--- config.mk ---
export PLATFORM = sky130hd
export DESIGN_NAME = lv_owt_tx_ctrl
export DESIGN_NICKNAME = d
export VERILOG_FILES = /design/src/rtl/lv_owt_tx_ctrl.sv
export SDC_FILE = /design/constraint.sdc
export NUM_CORES = 1
export LEC_CHECK = 0
export ABC_AREA = 1
export CORE_MARGIN = 1
export CORE_UTILIZATION = 39
export DETAILED_ROUTE_END_ITERATION = 8
export PLACE_DENSITY = 0.63
export SYNTH_ARGS = -nofsm -noshare
export SYNTH_HDL_FRONTEND = slang
export SYNTH_SLANG_ARGS = --single-unit
export TNS_END_PERCENT = 20
--- constraint.sdc ---
create_clock -name i_clk -period 2.4 [get_ports i_clk]
set_clock_uncertainty 0.15 [all_clocks]
set_input_delay 0.36 -clock i_clk [delete_from_list [all_inputs] [get_ports i_clk]]
set_output_delay 0.36 -clock i_clk [all_outputs]
set_load 0.01 [all_outputs]
--- src/rtl/lv_owt_tx_ctrl.sv ---
// One-wire register-access transmitter: frames a captured SPI write/read request onto a serial line.
// Check field is one even-parity bit, or a CRC-4 when LV_OWT_TX_CRC_EN is defined.
module lv_owt_tx_ctrl #(
    parameter int REG_AW  = 7,
    parameter int REG_DW  = 8,
    parameter int BIT_CYC = 4,
    parameter int GAP_CYC = 8
) (
    input  logic              i_clk,
    input  logic              i_rst_n,
    input  logic              i_spi_owt_wr_req,
    input  logic              i_spi_owt_rd_req,
    input  logic [REG_AW-1:0] i_spi_owt_addr,
    input  logic [REG_DW-1:0] i_spi_owt_data,
    output logic              o_owt_tx_spi_ack,
    output logic              o_owt_tx_line,
    output logic              o_owt_tx_busy
);

`ifdef LV_OWT_TX_CRC_EN
    localparam int CHK_W = 4;
`else
    localparam int CHK_W = 1;
`endif
    localparam int WR_LEN = 3 + REG_AW + REG_DW + CHK_W;
    localparam int RD_LEN = 3 + REG_AW + CHK_W;
    localparam int CW     = $clog2(BIT_CYC);
    localparam int IW     = $clog2(WR_LEN);
    localparam int GW     = (GAP_CYC > 1) ? $clog2(GAP_CYC) : 1;

    typedef enum logic [1:0] {IDLE, TX, GAP} state_t;

    state_t            state_q, state_d;
    logic              arm_q, arm_d;
    logic              wr_q, wr_d;
    logic [REG_AW-1:0] addr_q, addr_d;
    logic [REG_DW-1:0] data_q, data_d;
    logic [CW-1:0]     cyc_q, cyc_d;
    logic [IW-1:0]     idx_q, idx_d;
    logic [GW-1:0]     gap_q, gap_d;
    logic              line_q, line_d;
    logic              ack_q, ack_d;

    logic [CHK_W-1:0]  chk;
    logic [WR_LEN-1:0] frame_w;
    logic [WR_LEN-1:0] frame_r;
    logic [IW-1:0]     nidx;
    logic [IW-1:0]     last_idx;

`ifdef LV_OWT_TX_CRC_EN
    // Serial CRC-4 step, poly x^4+x+1, message fed MSB first.
    function automatic logic [3:0] crc4_step(input logic [3:0] c, input logic b);
        logic fb;
        fb = c[3] ^ b;
        return {c[2:0], 1'b0} ^ {2'b00, fb, fb};
    endfunction

    always_comb begin
        chk = crc4_step(4'h0, wr_q);
        for (int i = REG_AW - 1; i >= 0; i--) chk = crc4_step(chk, addr_q[i]);
        if (wr_q) begin
            for (int i = REG_DW - 1; i >= 0; i--) chk = crc4_step(chk, data_q[i]);
        end
    end
`else
    assign chk = wr_q ? ^{wr_q, addr_q, data_q} : ^{wr_q, addr_q};
`endif

    // Read frames are left-aligned; the unused tail is never reached.
    always_comb begin
        if (wr_q) frame_w = {1'b0, 1'b1, addr_q, data_q, chk, 1'b1};
        else      frame_w = {1'b0, 1'b0, addr_q, chk, 1'b1, {REG_DW{1'b1}}};
        for (int i = 0; i < WR_LEN; i++) frame_r[i] = frame_w[WR_LEN-1-i];
    end

    assign nidx     = idx_q + IW'(1);
    assign last_idx = wr_q ? IW'(WR_LEN - 1) : IW'(RD_LEN - 1);

    always_comb begin
        state_d = state_q;
        arm_d   = arm_q;
        wr_d    = wr_q;
        addr_d  = addr_q;
        data_d  = data_q;
        cyc_d   = cyc_q;
        idx_d   = idx_q;
        gap_d   = gap_q;
        line_d  = line_q;
        ack_d   = 1'b0;
        case (state_q)
            IDLE: begin
                line_d = 1'b1;
                if (!i_spi_owt_wr_req && !i_spi_owt_rd_req) begin
                    arm_d = 1'b1;
                end else if (arm_q) begin
                    state_d = TX;
                    arm_d   = 1'b0;
                    wr_d    = i_spi_owt_wr_req;
                    addr_d  = i_spi_owt_addr;
                    data_d  = i_spi_owt_data;
                    cyc_d   = '0;
                    idx_d   = '0;
                    line_d  = 1'b0;
                end
            end
            TX: begin
                if (cyc_q == CW'(BIT_CYC - 1)) begin
                    cyc_d = '0;
                    if (idx_q == last_idx) begin
                        state_d = GAP;
                        gap_d   = '0;
                        line_d  = 1'b1;
                        // Ack only the request that is still being held.
                        ack_d   = wr_q ? i_spi_owt_wr_req : i_spi_owt_rd_req;
                    end else begin
                        idx_d  = nidx;
                        line_d = frame_r[nidx];
                    end
                end else begin
                    cyc_d = cyc_q + CW'(1);
                end
            end
            GAP: begin
                line_d = 1'b1;
                if (gap_q == GW'(GAP_CYC - 1)) state_d = IDLE;
                else                           gap_d   = gap_q + GW'(1);
            end
            default: state_d = IDLE;
        endcase
    end

    always_ff @(posedge i_clk or negedge i_rst_n) begin
        if (!i_rst_n) begin
            state_q <= IDLE;
            arm_q   <= 1'b1;
            wr_q    <= 1'b0;
            addr_q  <= '0;
            data_q  <= '0;
            cyc_q   <= '0;
            idx_q   <= '0;
            gap_q   <= '0;
            line_q  <= 1'b1;
            ack_q   <= 1'b0;
        end else begin
            state_q <= state_d;
            arm_q   <= arm_d;
            wr_q    <= wr_d;
            addr_q  <= addr_d;
            data_q  <= data_d;
            cyc_q   <= cyc_d;
            idx_q   <= idx_d;
            gap_q   <= gap_d;
            line_q  <= line_d;
            ack_q   <= ack_d;
        end
    end

    assign o_owt_tx_line    = line_q;
    assign o_owt_tx_spi_ack = ack_q;
    assign o_owt_tx_busy    = (state_q != IDLE);

endmodule
==> impl_metrics.py, run 1 <==
metrics = {
    "status": {
        "outcome": "finished, final reports clean",
    },
    "placed_design": {
        "gp_congestion": 0.799,
        "placed_cell_area_um2": 2360,
        "place_hpwl_um": 3110,
        "io_buffers": 21,
    },
    "die": {
        "rows": 26,
        "die_w_um": 74.5,
        "initial_core_util_pct": 40.4,
        "dieArea_um2": 5560,
        "die_h_um": 74.5,
        "ios": 22,
        "core_area_um2": 5070,
    },
    "layout": {
        "nets": 325,
        "multi_input_area_um2": 1090,
        "syn2layout_area_growth_pct": 20.6,
        "fin_util_pct": 48.8,
        "drive_gt1_share_pct": 15.8,
        "design_area_um2": 2470,
        "num-fill-cells": 519,
        "seq_area_um2": 778,
        "antenna_cells": 0,
    },
    "clock_tree": {
        "cts_tree": "yes",
        "htree_num_levels": 2,
        "cts_buffers": 5,
        "holdBufCountCts": 0,
        "clkLatencyLatePin_ns": 0.29,
        "post_cts_resized": 0,
        "root_buffer": "clkbuf_8",
        "clk_pin_slew_ns": 0.07,
        "clkSinkCount": 31,
        "postCtsSetupBuffers": 0,
        "clockBufferDepth": 2,
    },
    "grt": {
        "grt_antenna_before_repair": 0,
        "grt_pass1_wl_um": 7290,
        "grt_max_degree": 32,
        "grt-ovfl-total": 0,
        "grt_pass1_vias": 1595,
        "grtUsageTotal_pct": 17.6,
    },
    "sta": {
        "finalSetupViolCount": 0,
        "rsz0062_at_grt": "false",
        "slew_headroom_pct": 67.6,
        "fmax_ghz": 0.460,
        "tightest_slew_ns": 0.485,
        "tns_ns": 0,
        "finalHoldViolations": 0,
        "fin_crit_ns": 2.18,
        "period_share_pct": 90.6,
        "slew_violations": 0,
    },
    "synth": {
        "synthCells": 267,
        "netlist_area_um2": 2050,
        "yosysWarnings": 0,
        "synth_xor_area_share_pct": 5.49,
        "synth_nets": 296,
        "yosysSeqAreaShare_pct": 37.9,
        "synth_top_family_by_area": "simple AND/OR/NAND/NOR gates",
        "synthSimpleGateAreaFrac_pct": 25.1,
        "synth_compound_area_share_pct": 11.9,
        "synth-adder-area-share_pct": 6.10,
        "yosys-mux-area-fraction_pct": 4.39,
        "yosysUniqueCellTypes": 35,
        "syn_avg_cell_area_um2": 7.69,
        "synth-seq-cells": 31,
    },
    "power_and_ir_drop": {
        "p_sw_mw": 1.66,
        "p_clk_share_pct": 14.6,
        "p_int_mw": 1.90,
        "power.share.sequential_pct": 28.9,
        "p_sw_share_pct": 46.6,
        "combPwrFrac_pct": 56.5,
        "p_per_area_nw_per_um2": 1440,
        "leakage_nw": 1.22,
        "max-vdd-ir-drop_uv": 669,
    },
    "setup_path": {
        "cp_slowest_stage_delay_ns": 0.54,
        "end_kind": "output port",
        "cp_cell_sequence": "inv_1 -> ha_1 -> inv_1 -> clkdlybuf4s50_1",
        "cpMostUsedCell": "inv_1",
        "critPathKind": "reg -> out",
        "critPathMaxFanout": 4,
        "crit_required_ns": 1.89,
        "arrival_ns": 1.67,
        "start_kind": "flip-flop",
        "critical_path.slowest_cell": "clkdlybuf4s50_1",
    },
    "routing": {
        "drc": 0,
        "dr_wl_met3_um": 120,
        "wl_met1_um": 2060,
        "ant_nets": 0,
        "vias": 1690,
        "drt_iter0_drc": 41,
        "wl_um": 4110,
        "routedWlPerCell_um": 11.2,
        "first_pass_iters": 4,
        "top_layer": "met4",
        "via_per_inst": 4.60,
        "met2_length_um": 1870,
    },
    "run": {
        "cap_violations": 0,
    },
    "worst_hold_path": {
        "hp-class": "in -> async",
    },
}
-- flip-flops by register name, summed over array words and instances, names as in the netlist --
| signal | flops |
|---|---|
| wr_q | 1 |
| arm_q | 1 |
| cyc_q | 2 |
| o_owt_tx_line | 1 |
| state_q | 2 |
| data_q | 8 |
| addr_q | 7 |
| o_owt_tx_spi_ack | 1 |
| gap_q | 3 |
| idx_q | 5 |
-- cells in the final DEF, fill, tap and decap left out, types with 8 or more instances in the layout --
cell type and instances:
nand3_1 11, inv_1 32, o21ai_0 10, o21ai_1 8, clkdlybuf4s50_1 21, inv_2 9, nor2_1 21, mux2_2 8
dfrtp_1 29, ha_1 10, nand2_1 70, a21oi_1 13
-- layer usage --
layer,vias up,GRT usage (%)
met4,0,6.29
met1,754,23.6
met2,19,27.7
met5,-,0
met3,7,4.20
li1,910,-
-- power groups by stage --
stage,logic (mW),registers (mW),clock network [mW]
2_1_floorplan,1.62,0.966,0
4_1_cts,2.02,1.03,0.537
3_5_place_dp,2.01,1.04,0
6_report,2.01,1.03,0.520
3_3_place_gp,1.97,1.03,0
5_1_grt,2.32,1.07,0.558
-- Yosys cell counts --
master / n / area share [%]
nor3_1: 1 / 0.24
o21a_1: 1 / 0.37
mux2_2: 8 / 4.4
o22ai_1: 4 / 1.2
o31ai_1: 1 / 0.37
a21oi_2: 1 / 0.43
inv_1: 32 / 5.9
nor3_2: 1 / 0.49
nor2_1: 21 / 3.8
o21ai_1: 8 / 2.0
nor4_4: 1 / 1.0
nand2_2: 4 / 1.2
a21oi_1: 13 / 3.2
xor2_1: 5 / 2.1
xnor2_1: 6 / 2.6
xnor2_2: 1 / 0.79
o211ai_1: 1 / 0.37
clkbuf_1: 1 / 0.18
dfstp_2: 2 / 2.6
clkinv_1: 2 / 0.37
buf_6: 1 / 0.55
nand3_2: 1 / 0.49
ha_1: 10 / 6.1
nor2_2: 5 / 1.5
nor3_4: 1 / 0.79
a31oi_1: 1 / 0.31
a221oi_1: 1 / 0.43
inv_2: 9 / 1.6
nand3_1: 11 / 2.7
dfrtp_1: 29 / 35
o21ai_0: 10 / 2.4
nand2_1: 70 / 13
o41ai_1: 1 / 0.43
buf_2: 2 / 0.49
o221ai_1: 1 / 0.43
-- final timing paths --
path | startpoint | end | slack [ns] | depth (start not counted)
min in group i_clk | cyc_q[0] | cyc_q[0] | 0.34 | 1
setup reg to reg | idx_q[0] | o_owt_tx_line | 0.37 | 14
setup / recovery | state_q[1] | o_owt_tx_busy | 0.22 | 4
hold reg to reg | cyc_q[0] | cyc_q[0] | 0.34 | 1
hold / removal | i_rst_n | gap_q[0] | 0.30 | 2
max in group asynchronous | i_rst_n | arm_q | 1.47 | 2
-- stage by stage --
| step | hold WS [ns] | worst slack [ns] | total power [mW] | cells |
|---|---|---|---|---|
| after floorplan | -0.0856 | 0.574 | 2.59 | 267 |
| after global placement | 0.323 | 0.345 | 3.00 | 359 |
| after detailed placement | 0.337 | 0.278 | 3.05 | 359 |
| after CTS | 0.326 | 0.215 | 3.59 | 367 |
| after global routing | 0.349 | 0.107 | 3.95 | 367 |
| final | 0.305 | 0.225 | 3.56 | 367 |
-- critical path, delay by kind of cell, from the launching register on --
family	cells	cell delay (ns)
DFF	1	0.40
adders and majority gates	1	0.23
buffers and inverters	3	0.75
-- layout make-up --
class | instances | share of cell area, %
Multi-Input combinational cell | 189 | 43.9
Sequential cell | 31 | 31.4
Timing Repair Buffer | 26 | 10.0
Inverter | 43 | 6.52
Tap cell | 70 | 3.54
Clock buffer | 5 | 2.78
Clock inverter | 3 | 1.77
-- kinds of logic (layout without fill, tap and decap cells) --
kind of cell               after synthesis  in the layout
and+or+nand+nor                        116            116
buffers and inverters                   47             77
AOI/OAI and AO/OA                       43             43
DFF                                     31             31
xor gates and xnor gates                12             12
adders and majority gates               10             10
muxes                                    8              8
No activity file was read; power rests on OpenSTA's default activity.
==> run 2: changes to the inputs <==
CELL_PAD_IN_SITES_DETAIL_PLACEMENT = 2   (was not set)
CELL_PAD_IN_SITES_GLOBAL_PLACEMENT = 2   (was not set)
CORE_ASPECT_RATIO = 1.1   (was not set)
CORE_UTILIZATION = 33   (was 39)
PLACE_DENSITY = 0.83   (was 0.63)
SLEW_MARGIN = 20   (was not set)
==> impl_metrics.py, run 2 (same netlist as run 1, synthesis figures left out) <==
metrics = {
    "clock_tree": {
        "cts_tree": "yes",
        "htree_num_levels": 2,
        "clkLatencyLatePin_ns": 0.29,
        "post_cts_resized": 0,
        "clockBufferDepth": 2,
        "holdBufCountCts": 0,
        "root_buffer": "clkbuf_8",
        "clk_pin_slew_ns": 0.07,
        "postCtsSetupBuffers": 0,
        "clkSinkCount": 31,
        "cts_buffers": 5,
    },
    "placed_design": {
        "io_buffers": 21,
        "gp_congestion": 0.766,
        "place_hpwl_um": 4360,
    },
    "layout": {
        "layout_common_cells": "nand2_1, inv_1, dfrtp_1",
        "drive_gt1_share_pct": 15.3,
        "largest_register_ffs": 8,
        "top_register": "data_q",
        "syn2layout_area_growth_pct": 19.8,
        "reg_top3": "data_q x8, addr_q x7, idx_q x5",
        "antenna_cells": 0,
        "nets": 323,
        "final_common_cell": "nand2_1",
    },
    "sta": {
        "tightest_slew_ns": 0.527,
        "period_share_pct": 91.5,
        "fin_crit_ns": 2.20,
        "slew_headroom_pct": 64.8,
        "finalSetupViolCount": 0,
        "fmax_ghz": 0.455,
        "rsz0062_at_grt": "false",
        "slew_violations": 0,
        "tns_ns": 0,
        "finalHoldViolations": 0,
    },
    "setup_path": {
        "cp_slowest_stage_delay_ns": 0.55,
        "crit_required_ns": 1.89,
        "r2r_start": "idx_q[0]",
        "cpMostUsedCell": "inv_1",
        "arrival_ns": 1.69,
        "cpLargestDelayFamily": "buffers and inverters",
        "crit_path_start": "state_q[0]",
        "critical_path.slowest_cell": "clkdlybuf4s50_1",
        "crit_buf_inv": 3,
        "start_kind": "flip-flop",
        "end_kind": "output port",
        "critPathKind": "reg -> out",
        "cp_cell_sequence": "inv_1 -> ha_1 -> inv_1 -> clkdlybuf4s50_1",
        "critPathMaxFanout": 4,
    },
    "routing": {
        "ant_nets": 0,
        "vias": 1862,
        "wl_um": 5510,
        "drc": 0,
        "via_per_inst": 5.01,
        "routedWlPerCell_um": 14.8,
        "drt_iter0_drc": 41,
        "first_pass_iters": 4,
    },
    "die": {
        "rows": 29,
        "initial_core_util_pct": 34.9,
        "dieArea_um2": 6540,
        "die_w_um": 77.2,
        "die_h_um": 84.7,
        "ios": 22,
        "core_area_um2": 5880,
    },
    "grt": {
        "grt_pass1_vias": 2017,
        "grtUsageTotal_pct": 18.8,
        "grt-ovfl-total": 0,
        "grt_antenna_before_repair": 0,
        "grt_pass1_wl_um": 9520,
        "grt_max_degree": 32,
    },
    "power_and_ir_drop": {
        "p_per_area_nw_per_um2": 1470,
        "leakage_nw": 1.20,
        "fin_total_pwr_mw": 3.61,
        "max-vdd-ir-drop_uv": 609,
    },
    "status": {
        "outcome": "finished, final reports clean",
    },
    "run": {
        "cap_violations": 0,
    },
    "worst_hold_path": {
        "hp-class": "in -> async",
    },
}
-- run 2: cell types whose count changed in the layout (fill, tap and decap cells not counted), sizes merged --
cell,before,now
clkbuf,5,8
buf,5,3
clkinv,4,2
bufinv,1,0
-- run 2: cell type report --
type | count | area (um^2)
clock buffer | 8 | 100
sequential | 31 | 778
fill | 696 | 3420
inverter | 43 | 161
timing repair buffer | 24 | 233
tap | 77 | 96.3
multi-input combinational | 189 | 1090
-- run 2: path summary, 6_finish.rpt --
| path | endpoint | slack (ns) | cells past startpoint |
|---|---|---|---|
| max | o_owt_tx_busy | 0.20 | 4 |
| min | addr_q[2] | 0.33 | 2 |
| max reg2reg | o_owt_tx_line | 0.30 | 11 |
| min reg2reg | cyc_q[0] | 0.37 | 1 |
| max in group asynchronous | o_owt_tx_line | 1.45 | 2 |
| min in group i_clk | cyc_q[0] | 0.37 | 1 |
-- run 2: metal layers --
layer  vias to the layer above  part of all wire (%)  GRT usage [%]
met5                         -                     0              0
met4                         0                   3.3           9.78
met3                        18                   2.2           3.26
met2                        22                    52           34.0
met1                       923                    42           20.7
li1                        899                     -              -
-- run 2: report_power, final --
| part | switching [mW] | internal, mW | leakage [nW] |
|---|---|---|---|
| registers | 0.276 | 0.763 | 0.374 |
| logic | 1.28 | 0.825 | 0.774 |
| clock network | 0.204 | 0.262 | 0.0515 |
| total | 1.76 | 1.85 | 1.20 |
-- run 2: through the flow --
stage	cell area (um^2)	hold WS (ns)	worst slack, ns	std cells	util, %
after floorplan	2050	-0.0856	0.574	267	-
after global placement	2360	0.324	0.240	364	40.1
after detailed placement	2360	0.347	0.163	364	40.1
after CTS	2460	0.340	0.181	372	41.8
after global routing	2460	0.366	0.0826	372	41.8
final	2460	0.326	0.203	372	41.8
==> run 3: changes to the inputs <==
CORE_UTILIZATION = 30   (was 33)
PLACE_DENSITY = 0.8   (was 0.83)
clock period = 2 ns   (was 2.4 ns; I/O delays follow)
==> impl_metrics.py, run 3 (same netlist as run 1, synthesis figures left out) <==
metrics = {
    "placed_design": {
        "preCtsSetupSlack_ns": -0.149,
        "gp_congestion": 0.756,
        "io_buffers": 21,
        "place_hpwl_um": 4610,
    },
    "power_and_ir_drop": {
        "max-vdd-ir-drop_uv": 654,
        "leakage_nw": 1.28,
        "fin_total_pwr_mw": 4.81,
        "p_per_area_nw_per_um2": 1820,
    },
    "layout": {
        "antenna_cells": 0,
        "nets": 338,
        "reg_top3": "data_q x8, addr_q x7, idx_q x5",
        "layout_common_cells": "nand2_1, inv_1, dfrtp_1",
        "largest_register_ffs": 8,
        "syn2layout_area_growth_pct": 29.0,
        "top_register": "data_q",
        "final_common_cell": "nand2_1",
        "num-fill-cells": 769,
        "drive_gt1_share_pct": 24.2,
    },
    "routing": {
        "via_per_inst": 4.85,
        "ant_nets": 0,
        "routedWlPerCell_um": 15.5,
        "vias": 1900,
        "drc": 0,
        "wl_um": 6090,
        "first_pass_iters": 3,
        "drt_iter0_drc": 47,
    },
    "setup_path": {
        "critPathMaxFanout": 6,
        "crit_required_ns": 2.08,
        "critPathKind": "reg -> reg",
        "worstReg2RegEnd": "o_owt_tx_line",
        "start_kind": "flip-flop",
        "rrSetupSlack_ns": 0.09,
        "r2r_cells": 13,
        "end_kind": "flip-flop",
        "r2r_start": "idx_q[0]",
        "arrival_ns": 2.00,
    },
    "die": {
        "die_w_um": 80.9,
        "ios": 22,
        "rows": 31,
        "die_h_um": 88.7,
        "core_area_um2": 6590,
        "initial_core_util_pct": 31.1,
        "dieArea_um2": 7180,
    },
    "clock_tree": {
        "clkLatencyLatePin_ns": 0.29,
        "cts_buffers": 5,
        "cts_tree": "yes",
        "root_buffer": "clkbuf_8",
        "clkSinkCount": 31,
        "htree_num_levels": 2,
        "clockBufferDepth": 2,
        "clk_pin_slew_ns": 0.08,
        "holdBufCountCts": 0,
    },
    "sta": {
        "tightest_slew_ns": 0.446,
        "period_share_pct": 95.7,
        "whs_ns": 0.260,
        "slew_headroom_pct": 70.3,
        "fmax_ghz": 0.522,
        "rsz0062_at_grt": "true",
        "finalHoldViolations": 0,
        "worst_slack_ns": 0.0852,
        "fin_crit_ns": 1.91,
        "slew_violations": 0,
        "finalSetupViolCount": 0,
    },
    "worst_hold_path": {
        "hp-class": "in -> async",
    },
    "grt": {
        "grt_antenna_before_repair": 0,
        "grt_pass1_vias": 2075,
        "grt_max_degree": 32,
        "grt-ovfl-total": 0,
        "grtUsageTotal_pct": 18.3,
        "grt_pass1_wl_um": 9880,
    },
    "run": {
        "cap_violations": 0,
    },
    "status": {
        "outcome": "finished, final reports clean",
    },
}
[run 3: what timing repair did]
action / CTS / global route
gates resized for setup: 6 / 15
pin swaps: 1 / 4
setup buffers: 0 / 7
endpoints found under the setup margin: 6 / 10
[run 3: stage by stage]
stage | setup TNS [ns] | std cells | utilization (%) | instance area [um^2]
after floorplan | 0 | 267 | - | 2050
after global placement | -0.0561 | 377 | 36.9 | 2430
after detailed placement | -0.669 | 377 | 36.9 | 2430
after CTS | -0.0296 | 385 | 39.1 | 2580
after global routing | -0.0623 | 392 | 40.2 | 2650
final | 0 | 392 | 40.2 | 2650
[run 3: per-layer routing]
| layer | GRT usage [%] | wire length (um) | up-vias |
|---|---|---|---|
| li1 | - | - | 933 |
| met1 | 19.5 | 2500 | 946 |
| met2 | 36.1 | 3410 | 12 |
| met3 | 2.99 | 94 | 9 |
| met4 | 5.84 | 87 | 0 |
| met5 | 0 | 0 | - |
[run 3: worst max path at each step]
stage | startpoint | end | cells after the start
after floorplan | idx_q[0] | o_owt_tx_line | 14
after global placement | i_spi_owt_wr_req | idx_q[1] | 10
after detailed placement | i_spi_owt_rd_req | idx_q[1] | 10
after CTS | idx_q[0] | gap_q[0] | 8
after global routing | idx_q[0] | gap_q[0] | 8
final | idx_q[0] | o_owt_tx_line | 13
[run 3: power by group]
group          internal (mW)  leakage, nW  total (mW)  switching [mW]
sequential             0.920        0.370        1.27           0.346
combinational           1.21        0.851        2.88            1.67
clock                  0.403       0.0612       0.663           0.259
[run 3: cell type report]
class                           instances  area, um^2  area share, %
Timing Repair Buffer                   39         354           13.4
Clock buffer                            6        82.6           3.12
Clock inverter                          2        35.0           1.32
Sequential cell                        31         782           29.5
Tap cell                               82         103           3.88
Multi-Input combinational cell        189        1130           42.7
Inverter                               43         161           6.10
[run 3: worst max-delay path, cell delays in order, from the launching register on]
cell and delay, ns:
dfrtp_2 0.45, inv_2 0.10, ha_4 0.13, inv_1 0.07, nor4_4 0.29, buf_4 0.17
inv_2 0.04, nor2_4 0.11, inv_2 0.06, nand3_1 0.10, inv_2 0.04, nand2_1 0.06
nand2_1 0.05, nand2_1 0.06
